--- src/rtl/dna_reader_if.sv ---
// Pin bundle between the DNA reader controller and the DNA_PORT primitive.
// The master is the controller, and the slave is the primitive or its wrapper.
interface dna_reader_if;
  logic dna_clk;
  logic dna_read;
  logic dna_shift;
  logic dna_din;
  logic dna_dout;

  modport master (
    output dna_clk,
    output dna_read,
    output dna_shift,
    output dna_din,
    input  dna_dout
  );

  modport slave (
    input  dna_clk,
    input  dna_read,
    input  dna_shift,
    input  dna_din,
    output dna_dout
  );
endinterface

--- src/rtl/dna_reader.sv ---
// Drives a DNA_PORT with a divided clock to load and shift out the device DNA.
// The full value is then held in a parallel register.
module dna_reader #(
  parameter int DNA_WIDTH  = 57,
  parameter int CLK_DIV    = 4,
  parameter bit AUTO_START = 1'b1
) (
  input  logic                 clk,
  input  logic                 rst_n,
  input  logic                 start,
  output logic                 busy,
  output logic                 done,
  output logic                 valid,
  output logic [DNA_WIDTH-1:0] dna_value,
  dna_reader_if.master         dna
);

  localparam int DIV_W = (CLK_DIV > 1) ? $clog2(CLK_DIV) : 1;
  localparam int CNT_W = $clog2(DNA_WIDTH + 1);
  localparam logic [DIV_W-1:0] DIV_LAST = DIV_W'(CLK_DIV - 1);
  localparam logic [CNT_W-1:0] CNT_LAST = CNT_W'(DNA_WIDTH);

  typedef enum logic [1:0] {
    IDLE,
    LOAD,
    SHIFT,
    FINISH
  } state_t;

  state_t               state, state_n;
  logic [DIV_W-1:0]     div, div_n;
  logic [CNT_W-1:0]     cnt, cnt_n;
  logic [DNA_WIDTH-1:0] sreg, sreg_n;
  logic [DNA_WIDTH-1:0] value_n;
  logic                 pending, pending_n;
  logic                 busy_n, done_n, valid_n;
  logic                 dclk_n, read_n, shift_n;
  logic                 tick;

  always_ff @(posedge clk or negedge rst_n) begin
    if (!rst_n) begin
      state         <= IDLE;
      div           <= '0;
      cnt           <= '0;
      sreg          <= '0;
      pending       <= AUTO_START;
      busy          <= 1'b0;
      done          <= 1'b0;
      valid         <= 1'b0;
      dna_value     <= '0;
      dna.dna_clk   <= 1'b0;
      dna.dna_read  <= 1'b0;
      dna.dna_shift <= 1'b0;
      dna.dna_din   <= 1'b0;
    end else begin
      state         <= state_n;
      div           <= div_n;
      cnt           <= cnt_n;
      sreg          <= sreg_n;
      pending       <= pending_n;
      busy          <= busy_n;
      done          <= done_n;
      valid         <= valid_n;
      dna_value     <= value_n;
      dna.dna_clk   <= dclk_n;
      dna.dna_read  <= read_n;
      dna.dna_shift <= shift_n;
      dna.dna_din   <= 1'b0;
    end
  end

  // The edge entering FINISH publishes the result, so DONE is high in the FINISH cycle.
  always_comb begin
    state_n   = state;
    div_n     = div;
    cnt_n     = cnt;
    sreg_n    = sreg;
    pending_n = pending;
    busy_n    = busy;
    done_n    = 1'b0;
    valid_n   = valid;
    value_n   = dna_value;
    dclk_n    = dna.dna_clk;
    read_n    = dna.dna_read;
    shift_n   = dna.dna_shift;
    tick      = (div == DIV_LAST);

    case (state)
      IDLE: begin
        dclk_n = 1'b0;
        if (start || pending) begin
          state_n   = LOAD;
          busy_n    = 1'b1;
          read_n    = 1'b1;
          div_n     = '0;
          cnt_n     = '0;
          pending_n = 1'b0;
        end
      end

      LOAD: begin
        if (tick) begin
          div_n = '0;
          if (dna.dna_clk) begin
            dclk_n  = 1'b0;
            read_n  = 1'b0;
            shift_n = 1'b1;
            state_n = SHIFT;
          end else begin
            dclk_n = 1'b1;
          end
        end else begin
          div_n = div + DIV_W'(1);
        end
      end

      SHIFT: begin
        if (tick) begin
          div_n = '0;
          if (dna.dna_clk) begin
            dclk_n = 1'b0;
            if (cnt == CNT_LAST) begin
              shift_n = 1'b0;
              state_n = FINISH;
              value_n = sreg;
              valid_n = 1'b1;
              done_n  = 1'b1;
              busy_n  = 1'b0;
            end
          end else begin
            dclk_n = 1'b1;
            sreg_n = {sreg[DNA_WIDTH-2:0], dna.dna_dout};
            cnt_n  = cnt + CNT_W'(1);
          end
        end else begin
          div_n = div + DIV_W'(1);
        end
      end

      FINISH: begin
        dclk_n  = 1'b0;
        state_n = IDLE;
      end

      default: state_n = IDLE;
    endcase
  end

endmodule

--- src/flat_wrapper.sv ---
// flat-port wrapper written by rule: the top's interface ports become plain ports
module dna_reader_flat 
#(
  parameter int DNA_WIDTH  = 57,
  parameter int CLK_DIV    = 4,
  parameter bit AUTO_START = 1'b1
)
  (clk, rst_n, start, busy, done, valid, dna_value, dna_dna_clk, dna_dna_read, dna_dna_shift, dna_dna_din, dna_dna_dout);
  dna_reader_if dna_i ();
  input  logic clk;
  input  logic rst_n;
  input  logic start;
  output logic busy;
  output logic done;
  output logic valid;
  output logic [DNA_WIDTH-1:0] dna_value;
  output wire logic [$bits(dna_i.dna_clk)-1:0] dna_dna_clk;
  output wire logic [$bits(dna_i.dna_read)-1:0] dna_dna_read;
  output wire logic [$bits(dna_i.dna_shift)-1:0] dna_dna_shift;
  output wire logic [$bits(dna_i.dna_din)-1:0] dna_dna_din;
  input wire logic [$bits(dna_i.dna_dout)-1:0] dna_dna_dout;
  assign dna_dna_clk = dna_i.dna_clk;
  assign dna_dna_read = dna_i.dna_read;
  assign dna_dna_shift = dna_i.dna_shift;
  assign dna_dna_din = dna_i.dna_din;
  assign dna_i.dna_dout = dna_dna_dout;
  dna_reader #(.DNA_WIDTH(DNA_WIDTH), .CLK_DIV(CLK_DIV), .AUTO_START(AUTO_START)) u_core (.clk(clk), .rst_n(rst_n), .start(start), .busy(busy), .done(done), .valid(valid), .dna_value(dna_value), .dna(dna_i));
endmodule
--- config.mk ---
export PLATFORM = sky130hd
export DESIGN_NAME = dna_reader_flat
export DESIGN_NICKNAME = d
export VERILOG_FILES = /design/src/rtl/dna_reader_if.sv /design/src/rtl/dna_reader.sv /design/src/flat_wrapper.sv
export SDC_FILE = /design/constraint.sdc
export NUM_CORES = 1
export LEC_CHECK = 0
export ABC_AREA = 0
export CAP_MARGIN = 20
export CORE_MARGIN = 1.5
export CORE_UTILIZATION = 59
export CTS_BUF_LIST = sky130_fd_sc_hd__clkbuf_8 sky130_fd_sc_hd__clkbuf_16
export CTS_CLUSTER_DIAMETER = 200
export CTS_CLUSTER_SIZE = 20
export DETAILED_ROUTE_END_ITERATION = 12
export PLACE_DENSITY_LB_ADDON = 0.12
export SLEW_MARGIN = 40
export SYNTH_ARGS = -nofsm -noshare
export SYNTH_HDL_FRONTEND = slang
export SYNTH_SLANG_ARGS = --single-unit
export TNS_END_PERCENT = 5
--- constraint.sdc ---
create_clock -name clk -period 4.3 [get_ports clk]
set_clock_uncertainty 0.05 [all_clocks]
set_input_delay 0.86 -clock clk [delete_from_list [all_inputs] [get_ports clk]]
set_output_delay 0.86 -clock clk [all_outputs]
set_load 0.05 [all_outputs]
==> metrics.yaml <==
clocking:
  path_clk_slew_ps: 60
  post_cts_resized: 0
  postCtsHoldBufs: 0
  worstSkewPairLatency_ps: 510
  clock-sinks: 131
  postCtsSetupRepairBufs: 0
  clockBufferDepth: 2
  cts_root_buffer: "clkbuf_8"
  cts_tree: "built"
  htreeDepth: 4
  cts_buffers: 17
yosys:
  synth_area_leaders: "dfrtp_1 63%, nand2_1 13%, mux2_2 11%"
  netlist.area_leader.share_pct: 63.0
  yosysSeqAreaShare_pct: 63.5
  ys_warn_count: 0
  ys_seq_elements: 131
  synth-edff-count: 0
  syn-cell-area_um2: 5160
  syn_area_per_cell_um2: 11.4
  synth_nets: 463
  synth-async-reset-ratio_pct: 100
  synth_flop_cell: "dfrtp_1"
  yosys.area.top_type: "dfrtp_1"
  synth.distinct_cells: 40
  synthCells: 453
hold_path:
  hold_path_class: "in2async"
timing:
  worst_slew_pin_slew_ps: 648
  finalMaxSlewViolations: 0
  fin_crit_ps: 2730
  setup_slack_ps: 1570
  setup_tns_ps: 0
  period_share_pct: 63.4
  rsz0062_at_grt: "no"
  finalHoldViolCount: 0
  max_clock_freq_mhz: 367
  setup_viol: 0
  maxSlewHeadroom_pct: 56.8
routing:
  drc: 0
  drt_iter0_markers: 180
  vias: 3433
  wl_per_cell_um: 14.9
  vias_per_cell: 5.36
  wl_um: 9530
  drtAntennaViolNets: 0
  first_pass_iters: 5
grt:
  grt_pass1_vias: 3376
  grt_usage_pct: 22.4
  grt-ovfl-total: 0
  grt_max_degree: 116
  antenna_found_initial: 0
  grt_first_pass_wirelength_um: 15600
floorplan:
  die_area_um2: 9320
  core_area_um2: 8340
  die_width_um: 96.5
  die_y_um: 96.5
  initial_core_util_pct: 61.9
  row_count: 33
  pin_count: 68
worst_setup_path:
  crit_required_ps: 3390
  crit_chain: "clkdlybuf4s50_1"
  path_class: "reg2out"
  crit_arrival_ps: 1820
  cp.depth: 1
  cp-start-kind: "flop"
  path_max_fanout: 6
  critPathMaxStageDelay_ps: 850
  endpoint_kind: "primary output"
  crit_slowest_cell: "clkdlybuf4s50_1"
  crit_family: "buffers and inverters"
  r2r_cells: 6
  crit_buf_inv: 1
placed_design:
  gp_congestion: 0.849
  dp_hpwl_um: 5750
  dpl-instance-area_um2: 5900
  portBuffers: 66
  place_ws_ps: 1650
layout:
  antennaDiodeCount: 0
  area_growth_pct: 26.8
  nets: 532
  design_area_um2: 6550
  final_core_util_pct: 78.5
  drive_gt1_share_pct: 18.9
power:
  p_per_area_nw_per_um2: 499
  peakVddDrop_mv: 0.324
  p_total_mw: 3.27
  leakagePower_nw: 3.42
status:
  status: "complete, no violations"
run:
  drv_cap: 0
where the power goes:
group / internal (mW) / switching, mW
Sequential: 1.30 / 0.0603
Clock: 0.971 / 0.515
Combinational: 0.150 / 0.267
per-layer routing:
layer  global-route usage [%]  up-vias  part of all wire, %
met2                     35.7       99                   50
li1                         -     1616                    -
met4                     7.37        0                  1.3
met3                     7.51       15                  5.1
met1                     29.0     1703                   43
met5                        0        -                    0
registers in the layout (all words and copies together) (netlist names), 2 cells and up:
signal and cells:
u_core.dna_value 57, u_core.sreg 57, u_core.cnt 6, u_core.div 2, u_core.state 2
cell usage after synthesis (2+ instances only):
library cell  number
dfrtp_1          130
mux2_4             8
nor2b_1            2
o211ai_1           2
a21oi_1            4
nor2_1             3
o21ai_0            8
buf_6              2
mux2_2            50
nand2b_1           2
ha_1               6
buf_2              7
nand2_1          183
inv_1              4
nand3_1            5
clkbuf_1          11
and2_1             2
nand3b_1           2
cell usage in the layout, fill, tap and decap left out, types with 2 or more instances in the layout:
| master | synthesis | layout |
|---|---|---|
| clkdlybuf4s50_1 | 0 | 65 |
| clkbuf_16 | 0 | 16 |
| buf_4 | 1 | 5 |
| nor2_1 | 3 | 3 |
| a21oi_1 | 4 | 4 |
| ha_1 | 6 | 6 |
| inv_1 | 4 | 5 |
| dfrtp_1 | 130 | 130 |
| clkbuf_8 | 0 | 3 |
| o21ai_0 | 8 | 8 |
| nand2b_1 | 2 | 2 |
| bufinv_16 | 0 | 4 |
| clkinv_4 | 0 | 2 |
| nand3_1 | 5 | 5 |
| nand3b_1 | 2 | 2 |
| and2_1 | 2 | 2 |
| o211ai_1 | 2 | 2 |
| nor2b_1 | 2 | 2 |
| nand2_1 | 183 | 182 |
| clkinvlp_4 | 0 | 3 |
| clkinv_2 | 0 | 2 |
| mux2_4 | 8 | 8 |
| mux2_2 | 50 | 50 |
final cells by class:
cell class              instances  area (um^2)
flip-flops and latches        131         3280
fillers                       511         1790
multi-input cells             296         1770
repair buffers                 72          731
clock buffers                  19          442
clock inverters                13          183
well taps                     105          131
inverters                       4         15.0
cells by family (layout without fill, tap and decap cells):
| family | after synthesis | after routing | share of synthesized area (%) |
|---|---|---|---|
| buffers and inverters | 26 | 108 | 2.42 |
| adders and majority gates | 6 | 6 | 1.45 |
| and+or+nand+nor | 207 | 207 | 16.2 |
| muxes | 59 | 59 | 13.4 |
| other | 1 | 1 | 0.0726 |
| xor gates and xnor gates | 1 | 1 | 0.170 |
| AOI/OAI and AO/OA | 22 | 22 | 2.74 |
| DFF | 131 | 131 | 63.5 |
stage by stage:
stage / hold WS, ps / instances
final: 157 / 640
after global routing: 152 / 640
after CTS: 392 / 639
after detailed placement: 404 / 607
after global placement: 403 / 606
after floorplan: 392 / 453
path summary, 6_finish.rpt:
path / from / to / slack [ps]
hold / removal: rst_n / u_core.done / 160
setup reg to reg: u_core.div[1] / u_core.dna_value[50] / 1630
min in group clk: u_core.valid / u_core.valid / 410
hold reg to reg: u_core.valid / u_core.valid / 410
max in group asynchronous: rst_n / u_core.pending / 3030
setup / recovery: u_core.dna.dna_clk / dna_dna_clk / 1570
Note: power is estimated with default switching activity, not from simulation.
